File: config.mk
export PLATFORM = sky130hd
export DESIGN_NAME = ifu
export DESIGN_NICKNAME = d
export VERILOG_FILES = /design/src/rtl/ifu_pkg.sv /design/src/rtl/ifu_if.sv /design/src/rtl/ifu_npc.sv /design/src/rtl/ifu.sv
export SDC_FILE = /design/constraint.sdc
export NUM_CORES = 1
export LEC_CHECK = 0
export ABC_AREA = 1
export BUFFER_PORTS_ARGS = -buffer_cell sky130_fd_sc_hd__buf_4
export CAP_MARGIN = 40
export CELL_PAD_IN_SITES_DETAIL_PLACEMENT = 1
export CELL_PAD_IN_SITES_GLOBAL_PLACEMENT = 2
export CORE_ASPECT_RATIO = 0.6
export CORE_MARGIN = 10
export CORE_UTILIZATION = 21
export DETAILED_ROUTE_END_ITERATION = 6
export PLACE_DENSITY = 0.91
export SLEW_MARGIN = 15
export SYNTH_ARGS = -nofsm -noshare
export SYNTH_HDL_FRONTEND = slang
export SYNTH_SLANG_ARGS = --single-unit
File: constraint.sdc
create_clock -name clk -period 2.3 [get_ports clk]
set_clock_uncertainty 0.15 [all_clocks]
set_input_delay 0.115 -clock clk [delete_from_list [all_inputs] [get_ports clk]]
set_output_delay 0.115 -clock clk [all_outputs]
set_load 0.01 [all_outputs]
File: src/rtl/ifu_pkg.sv
// IFU shared package: next-PC select encodings, exception codes and
// the default address map of the instruction fetch unit.
package ifu_pkg;

  localparam logic [1:0] NPC_SEQ = 2'b00;
  localparam logic [1:0] NPC_BR  = 2'b01;
  localparam logic [1:0] NPC_J   = 2'b10;
  localparam logic [1:0] NPC_JR  = 2'b11;

  localparam logic [4:0] EXC_NONE = 5'd0;
  localparam logic [4:0] EXC_ADEL = 5'd4;

  localparam logic [31:0] PC_RESET_DEF  = 32'h0000_3000;
  localparam logic [31:0] EXC_ENTRY_DEF = 32'h0000_4180;
  localparam logic [31:0] IM_LO_DEF     = 32'h0000_3000;
  localparam logic [31:0] IM_HI_DEF     = 32'h0000_6FFC;

  // Fetch address error: misaligned or outside the instruction memory.
  function automatic logic adel_chk(
    input logic [31:0] pc,
    input logic [31:0] lo,
    input logic [31:0] hi
  );
    return (pc[1:0] != 2'b00) || (pc < lo) || (pc > hi);
  endfunction

endpackage

File: src/rtl/ifu_if.sv
// D-stage redirect bundle: control-flow and exception inputs that steer
// the fetch unit's next-PC selection.
interface ifu_if;

    logic        req;
    logic        en;
    logic        eret;
    logic        br_taken;
    logic [1:0]  npc_sel;
    logic [31:0] d_pc;
    logic [15:0] imm16;
    logic [25:0] imm26;
    logic [31:0] rs;
    logic [31:0] epc;

    modport master (
        output req, en, eret, br_taken, npc_sel,
        output d_pc, imm16, imm26, rs, epc
    );

    modport slave (
        input req, en, eret, br_taken, npc_sel,
        input d_pc, imm16, imm26, rs, epc
    );

endinterface

File: src/rtl/ifu_npc.sv
// Next-PC selection: exception redirect, stall hold, eret, branch, jump,
// register jump, then sequential fetch, in that priority order.
module ifu_npc
    import ifu_pkg::*;
#(
    parameter logic [31:0] EXC_ENTRY = EXC_ENTRY_DEF
) (
    ifu_if.slave        d,
    input  logic [31:0] pc_i,
    output logic [31:0] npc_o,
    output logic        eret_sel_o
);

    logic [31:0] br_off;
    logic [31:0] br_tgt;
    logic [31:0] j_tgt;

    assign br_off = {{14{d.imm16[15]}}, d.imm16, 2'b00};
    assign br_tgt = d.d_pc + 32'd4 + br_off;
    assign j_tgt  = {d.d_pc[31:28], d.imm26, 2'b00};

    always_comb begin
        npc_o      = pc_i + 32'd4;
        eret_sel_o = 1'b0;
        if (d.req) begin
            npc_o = EXC_ENTRY;
        end else if (d.en) begin
            npc_o = pc_i;
        end else if (d.eret) begin
            npc_o      = d.epc;
            eret_sel_o = 1'b1;
        end else begin
            case (d.npc_sel)
                NPC_BR: if (d.br_taken) npc_o = br_tgt;
                NPC_J:  npc_o = j_tgt;
                NPC_JR: npc_o = d.rs;
                default: ;
            endcase
        end
    end

endmodule

File: src/rtl/ifu.sv
// Instruction fetch unit: PC register, eret delay-slot squash, fetch
// address check and the F-stage outputs toward the F/D register.
module ifu
    import ifu_pkg::*;
#(
    parameter logic [31:0] PC_RESET  = PC_RESET_DEF,
    parameter logic [31:0] EXC_ENTRY = EXC_ENTRY_DEF,
    parameter logic [31:0] IM_LO     = IM_LO_DEF,
    parameter logic [31:0] IM_HI     = IM_HI_DEF
) (
    input  logic        clk,
    input  logic        rst,
    input  logic        Req,
    input  logic        _en,
    input  logic [1:0]  D_npc_sel,
    input  logic        D_br_taken,
    input  logic [31:0] D_PC,
    input  logic [15:0] D_imm16,
    input  logic [25:0] D_imm26,
    input  logic [31:0] D_rs,
    input  logic        D_eret,
    input  logic [31:0] EPC,
    output logic [31:0] i_inst_addr,
    input  logic [31:0] i_inst_rdata,
    output logic [31:0] F_PC,
    output logic [31:0] F_IR,
    output logic [4:0]  F_EXC,
    output logic        F_BD
);

    logic [31:0] pc_q, pc_d;
    logic        squash_q, squash_d;
    logic        eret_sel;
    logic        adel;

    ifu_if nif ();

    assign nif.req      = Req;
    assign nif.en       = _en;
    assign nif.eret     = D_eret;
    assign nif.br_taken = D_br_taken;
    assign nif.npc_sel  = D_npc_sel;
    assign nif.d_pc     = D_PC;
    assign nif.imm16    = D_imm16;
    assign nif.imm26    = D_imm26;
    assign nif.rs       = D_rs;
    assign nif.epc      = EPC;

    ifu_npc #(
        .EXC_ENTRY (EXC_ENTRY)
    ) u_npc (
        .d          (nif.slave),
        .pc_i       (pc_q),
        .npc_o      (pc_d),
        .eret_sel_o (eret_sel)
    );

    // Req wins over everything; a stall keeps a pending squash alive.
    assign squash_d = Req ? 1'b0 : (_en ? squash_q : eret_sel);

    always_ff @(posedge clk) begin
        if (!rst) begin
            pc_q     <= PC_RESET;
            squash_q <= 1'b0;
        end else begin
            pc_q     <= pc_d;
            squash_q <= squash_d;
        end
    end

    assign adel        = adel_chk(pc_q, IM_LO, IM_HI);
    assign i_inst_addr = pc_q;
    assign F_PC        = pc_q;

    always_comb begin
        F_IR  = i_inst_rdata;
        F_EXC = EXC_NONE;
        F_BD  = (D_npc_sel != NPC_SEQ);
        if (squash_q) begin
            F_IR = 32'd0;
            F_BD = 1'b0;
        end else if (adel) begin
            F_IR  = 32'd0;
            F_EXC = EXC_ADEL;
        end
    end

endmodule

==> qor.yml, run 1 <==
worst_setup_path:
  worst_path_top_cell_family_by_delay: "simple AND/OR/NAND/NOR gates"
  endpoint_kind: "output pin"
  timing.critical_path.arrival_ns: 2.19
  r2r-start: "F_PC[12]"
  critPathLaunch: "F_PC[15]"
  r2r_setup_slack_ns: 0.08
  critPathKind: "flip-flop to output pin"
  crit_required_ns: 2.04
  critical_path.n_buffers_inverters: 3
  worst_r2r_path_depth: 13
  cp.depth: 8
  cp_common_cell: "sky130_fd_sc_hd__buf_4"
  path_cells: "nor4_2 -> nand4_1 -> nor4_4 -> buf_4 -> nand2_4 -> buf_6 -> nor2_1 -> buf_4"
  worst_r2r_endpoint: "F_PC[29]"
  path_max_fanout: 8
  critical-path-slowest-cell: "sky130_fd_sc_hd__nor4_4"
  worst_setup_path_start_kind: "flip-flop"
  timing.critical_path.slowest_cell_delay_ns: 0.38
power:
  power.static_leakage_uw: 0.00547
  total_power_uw: 3720
  ir_drop_mv: 0.223
  pwr_density_cell_nw_per_um2: 359
global_routing:
  grt_pass1_wl_microns: 55500
  largest_net_degree_at_the_start_of_global_routing: 36
  grt_antenna_before_repair: 0
  globalRouteOverflowTotal: 0
  grt_pass1_vias: 9435
  track_usage: 0.180
sta:
  timing_max_transition_violations_final: 0
  post-route-worst-setup-slack_ns: -0.152
  timing_worst_slew_pin_value_ns: 0.709
  max_clock_freq_mhz: 408
  setup_viol_count_final: 33
  grt_setup_unrepaired: "yes"
  finalHoldViolCount: 3
  hold_slack_ns: -0.00320
  share_of_the_cycle_needed_by_the_critical_path_after_routing: 1.07
  slew_headroom: 0.527
  period_minus_slack_ns: 2.45
logic_synthesis:
  post_synthesis_mean_instance_area_sq_um: 5.38
  sequential_element_share_of_the_synthesized_area: 0.100
  synth_largest_type_area_fraction: 0.222
  synth_ff_type: "sky130_fd_sc_hd__dfxtp_1"
  ys_top_cells_by_area: "sky130_fd_sc_hd__nand2_1 (22%), sky130_fd_sc_hd__inv_1 (12%), sky130_fd_sc_hd__ha_1 (11%)"
  yosys_warnings: 0
  synth-edff-count: 0
  postSynthCellCount: 1225
  synth_seq_cells: 33
  yosys.area.top_type: "sky130_fd_sc_hd__nand2_1"
  synthArstFlopShare: 0
  yosys.cell_types.count: 51
  netlist_area_sq_um: 6590
route:
  drc_violation_total_after_the_first_tritonroute_iteration: 544
  antenna_left: 0
  route.final.wire_length_microns: 37400
  detail_route.wl_per_cell_microns: 18.9
  drc: 0
  num_vias: 9063
  highest-signal-layer: "met4"
  routed_via_density: 4.57
  dr.pass1.iters: 5
  wirelength_met1_microns: 18000
  met3_wirelength_microns: 2460
  route.met2.wl_microns: 16600
final_layout:
  drive_above_1_share: 0.334
  layout.nets: 1801
  layout.area.seq_sq_um: 682
  area_of_the_multi_input_gates_sq_um: 5080
  flow.area_growth_from_synthesis_pct: 57.2
  instances_no_fill: 1981
  filler_cell_count: 4144
  num_antenna_cells: 0
  finish.utilization: 0.334
min_path:
  worstHoldPathType: "primary input to flip-flop"
  min_to: "F_PC[2]"
  hold_path_startpoint: "EPC[2]"
  number_of_stages_on_the_worst_hold_path: 3
clock_tree:
  clock_tree.root_cell: "sky130_fd_sc_hd__clkbuf_16"
  clockBufferDepth: 2
  clkLatencyLatePin_ns: 0.30
  htree_num_levels: 2
  number_of_buffers_created_by_cts: 5
  clkTransAtPathRegs_ns: 0.07
  clock-sinks: 33
  cts_tree: "yes"
die:
  die_y_microns: 157
  initial_core_util: 0.212
  coreArea_sq_um: 31000
  die_area_sq_um: 39100
  rows: 50
  chip_width_microns: 249
  io-pin-count: 280
place:
  gp_routability_congestion: 0.949
  place.port_buffers: 275
  dp_hpwl_microns: 32200
  placed_cells_incl_taps: 1953
job:
  maxcap_viol_count: 0
run_status:
  violations: "negative hold slack, negative setup slack"
  status: "finished with violations"
-- sequential cells by signal (all words and copies together) (netlist names), named ones only --
| register | count |
|---|---|
| F_PC | 30 |
| squash_q | 1 |
-- worst max-delay path by stage --
stage                           to  slack (ns)
final                      F_IR[0]       -0.15
after CTS                 F_IR[22]      -0.007
after detailed placement   F_PC[9]       -0.36
after floorplan           F_PC[17]        0.15
after global placement    F_PC[14]       -0.31
after global routing       F_IR[0]       -0.18
-- power by group --
group          internal (uW)  leakage [uW]  switching [uW]
combinational           1010       0.00511            1210
sequential               596      0.000275            37.3
clock                    544     0.0000841             321
total                   2150       0.00547            1560
-- cells in the mapped netlist, types with 2 or more instances --
cell	n
sky130_fd_sc_hd__nand2_1	389
sky130_fd_sc_hd__inv_1	213
sky130_fd_sc_hd__nor2_1	133
sky130_fd_sc_hd__nand3_1	92
sky130_fd_sc_hd__a21oi_1	79
sky130_fd_sc_hd__ha_1	58
sky130_fd_sc_hd__o21ai_0	43
sky130_fd_sc_hd__buf_4	36
sky130_fd_sc_hd__dfxtp_1	33
sky130_fd_sc_hd__a221oi_1	16
sky130_fd_sc_hd__clkbuf_1	16
sky130_fd_sc_hd__xor2_1	13
sky130_fd_sc_hd__nand4_1	8
sky130_fd_sc_hd__inv_2	7
sky130_fd_sc_hd__nor3_1	7
sky130_fd_sc_hd__nor2_2	6
sky130_fd_sc_hd__buf_2	5
sky130_fd_sc_hd__clkbuf_8	5
sky130_fd_sc_hd__nand2_2	5
sky130_fd_sc_hd__a22o_1	4
sky130_fd_sc_hd__nor2_4	4
sky130_fd_sc_hd__xnor2_1	4
sky130_fd_sc_hd__a211oi_1	3
sky130_fd_sc_hd__a21boi_0	3
sky130_fd_sc_hd__a21oi_2	3
sky130_fd_sc_hd__a31oi_1	3
sky130_fd_sc_hd__nor4_1	3
sky130_fd_sc_hd__o21bai_1	3
sky130_fd_sc_hd__a21o_1	2
sky130_fd_sc_hd__nand2_4	2
sky130_fd_sc_hd__nand3b_1	2
sky130_fd_sc_hd__nor3_2	2
sky130_fd_sc_hd__nor3_4	2
sky130_fd_sc_hd__o211ai_1	2
sky130_fd_sc_hd__o21ai_1	2
sky130_fd_sc_hd__or2_2	2
-- what timing repair did --
| action | in CTS | in global routing |
|---|---|---|
| resized for setup | 19 | 99 |
| pin swaps | 2 | 13 |
| endpoints found under the setup margin | 37 | 54 |
| setup buffers | 1 | 9 |
| endpoints found under the hold margin | 10 | 0 |
| cloned | 0 | 2 |
| hold buffers | 8 | 0 |
-- worst reg2reg max path: cells and delay by family, from the launching register on --
family                 cells  cell delay (ns)
flip-flops                 1             0.44
AO/OA/AOI/OAI              2             0.28
AND/OR/NAND/NOR           10             1.09
buffers and inverters      1             0.18
-- placed cells by master, fill, tap and decap left out, types with 17 or more instances in the layout --
cell type | Yosys | routed
sky130_fd_sc_hd__nand2_2 | 5 | 17
sky130_fd_sc_hd__o21ai_0 | 43 | 39
sky130_fd_sc_hd__buf_4 | 36 | 377
sky130_fd_sc_hd__nor2_1 | 133 | 102
sky130_fd_sc_hd__nor2_2 | 6 | 31
sky130_fd_sc_hd__a21oi_1 | 79 | 74
sky130_fd_sc_hd__nand2_1 | 389 | 376
sky130_fd_sc_hd__ha_1 | 58 | 39
sky130_fd_sc_hd__inv_1 | 213 | 209
sky130_fd_sc_hd__dfxtp_1 | 33 | 24
sky130_fd_sc_hd__nand3_1 | 92 | 87
-- stage by stage --
stage	setup slack (ns)	TNS, ns	area (sq um)
5_1_grt	-0.178	-5.21	10400
4_1_cts	-0.00690	-0.0272	9860
2_1_floorplan	0.155	0	6600
3_5_place_dp	-0.356	-9.08	9530
3_3_place_gp	-0.312	-8.44	9530
6_report	-0.152	-3.20	10400
-- layer usage --
metal,GRT usage,vias to the layer above
met3,0.0389,24
met1,0.251,4287
met2,0.286,255
li1,-,4497
met4,0.0188,0
met5,0,-
-- cell type report --
type	count	area share
sequential	33	0.0658
tap	416	0.0502
timing repair buffer	394	0.295
clock inverter	1	0.00290
clock buffer	7	0.0138
multi-input combinational	907	0.491
inverter	223	0.0812
-- cell families after synthesis --
kind of cell,after synthesis,synth area share
AND/OR/NAND/NOR,659,0.418
buffers and inverters,288,0.196
AO/OA/AOI/OAI,168,0.149
adder cells (fa/ha/maj),59,0.113
flip-flops,33,0.100
XOR/XNOR,17,0.0226
other,1,0.000569
Power figures use the tool's default switching activity.
==> run 2: changes to the inputs <==
--- a/config.mk
+++ b/config.mk
@@ -11,9 +11,9 @@
 export CELL_PAD_IN_SITES_DETAIL_PLACEMENT = 1
 export CELL_PAD_IN_SITES_GLOBAL_PLACEMENT = 2
 export CORE_ASPECT_RATIO = 0.6
-export CORE_MARGIN = 10
 export CORE_UTILIZATION = 21
 export DETAILED_ROUTE_END_ITERATION = 6
+export MAX_ROUTING_LAYER = met4
 export PLACE_DENSITY = 0.91
 export SLEW_MARGIN = 15
 export SYNTH_ARGS = -nofsm -noshare
==> run 2 against run 1 <==
Against the previous run:
- the run ends with negative setup slack left
- cell area is 0.68% lower
- core utilization is 0.45 points higher
- global-route usage is 3.7 points higher
- non-clock buffer count is 6 lower
- sequential share of layout area is 0.052 points lower
- largest power group unchanged
==> qor.yml, run 2 (synthesis results as in run 1) <==
run_status:
  violations: "negative setup slack"  # was negative hold slack, negative setup slack
  status: "finished with violations"  # unchanged
die:
  die_y_microns: 139  # was 157 microns
  initial_core_util: 0.217  # was 0.212
  io-pin-count: 280  # unchanged
  coreArea_sq_um: 30400  # was 31000 sq um
  chip_width_microns: 231  # was 249 microns
  die_area_sq_um: 32100  # was 39100 sq um
  rows: 49  # was 50
clock_tree:
  cts_tree: "yes"  # unchanged
  clock-sinks: 33  # unchanged
  number_of_buffers_created_by_cts: 5  # unchanged
  clock_tree.root_cell: "sky130_fd_sc_hd__clkbuf_16"  # unchanged
  clockBufferDepth: 2  # unchanged
  clkLatencyLatePin_ns: 0.30  # about the same
  clkTransAtPathRegs_ns: 0.07  # about the same
  htree_num_levels: 2  # unchanged
power:
  pwr_density_cell_nw_per_um2: 348  # was 359 nW/um^2
  total_power_uw: 3590  # was 3720 uW
  share_clk_of_total_power: 0.198  # was 0.233
  power.static_leakage_uw: 0.00543  # was 0.00547 uW
  power_frac_seq: 0.177  # was 0.170
  intPower_uw: 2030  # was 2150 uW
  switching_share: 0.434  # was 0.421
  power_frac_comb: 0.625  # was 0.597
  ir_drop_mv: 0.247  # was 0.223 mV
  p_switching_uw: 1560  # about the same
worst_setup_path:
  worst_setup_path_start_kind: "flip-flop"  # unchanged
  crit_required_ns: 2.04  # about the same
  critPathKind: "flip-flop to output pin"  # unchanged
  path_max_fanout: 8  # unchanged
  timing.critical_path.slowest_cell_delay_ns: 0.34  # was 0.38 ns
  critical-path-slowest-cell: "sky130_fd_sc_hd__dfxtp_2"  # was sky130_fd_sc_hd__nor4_4
  endpoint_kind: "output pin"  # unchanged
  cp_common_cell: "sky130_fd_sc_hd__buf_4"  # unchanged
  path_cells: "nor4_4 -> nand4_1 -> nor4_2 -> buf_4 -> nand2_4 -> clkbuf_16 -> nor2_1 -> buf_4"  # was nor4_2 -> nand4_1 -> nor4_4 -> buf_4 -> nand2_4 -> buf_6 -> nor2_1 -> buf_4
  timing.critical_path.arrival_ns: 2.04  # was 2.19 ns
final_layout:
  finish.utilization: 0.338  # was 0.334
  largest_register_ffs: 30  # unchanged
  leading_cell_type_in_the_layout_fill_and_taps_excluded: "sky130_fd_sc_hd__nand2_1"  # was sky130_fd_sc_hd__buf_4
  filler_cell_count: 4011  # was 4144
  flow.area_growth_from_synthesis_pct: 56.2  # was 57.2%
  drive_above_1_share: 0.325  # was 0.334
  num_antenna_cells: 0  # unchanged
  instances_no_fill: 1967  # was 1981
  mostFrequentLayoutCells: "sky130_fd_sc_hd__nand2_1 (379), sky130_fd_sc_hd__buf_4 (372), sky130_fd_sc_hd__inv_1 (210), sky130_fd_sc_hd__nor2_1 (108), sky130_fd_sc_hd__nand3_1 (87)"  # was sky130_fd_sc_hd__buf_4 (377), sky130_fd_sc_hd__nand2_1 (376), sky130_fd_sc_hd__inv_1 (209), sky130_fd_sc_hd__nor2_1 (102), sky130_fd_sc_hd__nand3_1 (87)
  layout.nets: 1795  # was 1801
route:
  route.final.wire_length_microns: 35000  # was 37400 microns
  drc: 0  # unchanged
  antenna_left: 0  # unchanged
  drc_violation_total_after_the_first_tritonroute_iteration: 553  # was 544
  routed_via_density: 4.63  # was 4.57
  detail_route.wl_per_cell_microns: 17.8  # was 18.9 microns
  num_vias: 9100  # was 9063
  dr.pass1.iters: 5  # unchanged
global_routing:
  track_usage: 0.217  # was 0.180
  grt_pass1_wl_microns: 52600  # was 55500 microns
  grt_antenna_before_repair: 0  # unchanged
  globalRouteOverflowTotal: 0  # unchanged
  grt_pass1_vias: 9263  # was 9435
  largest_net_degree_at_the_start_of_global_routing: 36  # unchanged
sta:
  share_of_the_cycle_needed_by_the_critical_path_after_routing: 1.00  # was 1.07
  period_minus_slack_ns: 2.31  # was 2.45 ns
  max_clock_freq_mhz: 433  # was 408 MHz
  fin_tns_setup_ns: -0.0174  # was -3.20 ns
  grt_setup_unrepaired: "yes"  # unchanged
  setup_viol_count_final: 2  # was 33
  timing_worst_slew_pin_value_ns: 0.644  # was 0.709 ns
  finalHoldViolCount: 0  # was 3
  hold_slack_ns: 0.00729  # was -0.00320 ns
  timing_max_transition_violations_final: 0  # unchanged
  post-route-worst-setup-slack_ns: -0.00914  # was -0.152 ns
  slew_headroom: 0.570  # was 0.527
min_path:
  worstHoldPathType: "primary input to flip-flop"  # unchanged
place:
  placed_cells_incl_taps: 1947  # was 1953
  gp_routability_congestion: 0.919  # was 0.949
  place.port_buffers: 275  # unchanged
  dp_hpwl_microns: 30100  # was 32200 microns
job:
  maxcap_viol_count: 0  # unchanged
## run 2: changes by cell type in the layout (fill, tap and decap cells not counted), sizes merged
cell	before	now
buf	385	380
clkbuf	8	6
clkinv	2	4
bufinv	1	0
clkinvlp	0	1
dlygate4sd3	8	7
## run 2: final timing paths
path,from,to,slack (ns),cells after the start
worst max register to register,F_PC[2],F_PC[22],0.13,12
worst min register to register,squash_q,squash_q,0.42,2
worst max-delay path,F_PC[16],F_IR[31],-0.009,8
worst min-delay path,EPC[5],F_PC[5],0.007,5
## run 2: what timing repair did
action                                  in CTS  in global routing
gates cloned                                 0                  2
hold buffers                                 7                  0
endpoints found under the setup margin      35                 53
hold endpoints to repair                     8                  0
setup buffers                                0                  3
pin swaps                                    0                 13
gates resized for setup                      6                 90
## run 2: per-layer routing
| metal | global-route usage | wire, microns | part of all wire |
|---|---|---|---|
| met4 | 0.0254 | 361 | 0.010 |
| met1 | 0.313 | 17500 | 0.50 |
| met3 | 0.0284 | 2140 | 0.061 |
| met5 | - | 0 | 0 |
| met2 | 0.327 | 15000 | 0.43 |
## run 2: area by class of cell
| cell class | instances | area [sq um] | share of cell area |
|---|---|---|---|
| Inverter | 223 | 841 | 0.0817 |
| Timing Repair Buffer | 388 | 3040 | 0.295 |
| Clock buffer | 5 | 125 | 0.0122 |
| Tap cell | 408 | 510 | 0.0496 |
| Clock inverter | 3 | 17.5 | 0.00170 |
| Multi-Input combinational cell | 907 | 5080 | 0.494 |
| Sequential cell | 33 | 672 | 0.0653 |
## run 2: critical path: cells and delay by family (launching register included)
family / cells / cell delay (ns)
simple gates: 5 / 0.90
flops: 1 / 0.34
buf+inv: 3 / 0.50
## run 2: per-stage QoR
step	cell area (sq um)	worst slack, ns
after floorplan	6600	0.155
after global placement	9570	-0.247
after detailed placement	9570	-0.344
after CTS	9810	0.00531
after global routing	10300	-0.175
final	10300	-0.00914
## run 2: power groups by stage
stage	Sequential, uW	Clock [uW]	Combinational (uW)
2_1_floorplan	655	0	997
3_3_place_gp	643	0	1980
3_5_place_dp	642	0	2020
4_1_cts	631	714	2050
5_1_grt	637	745	2460
6_report	635	711	2240
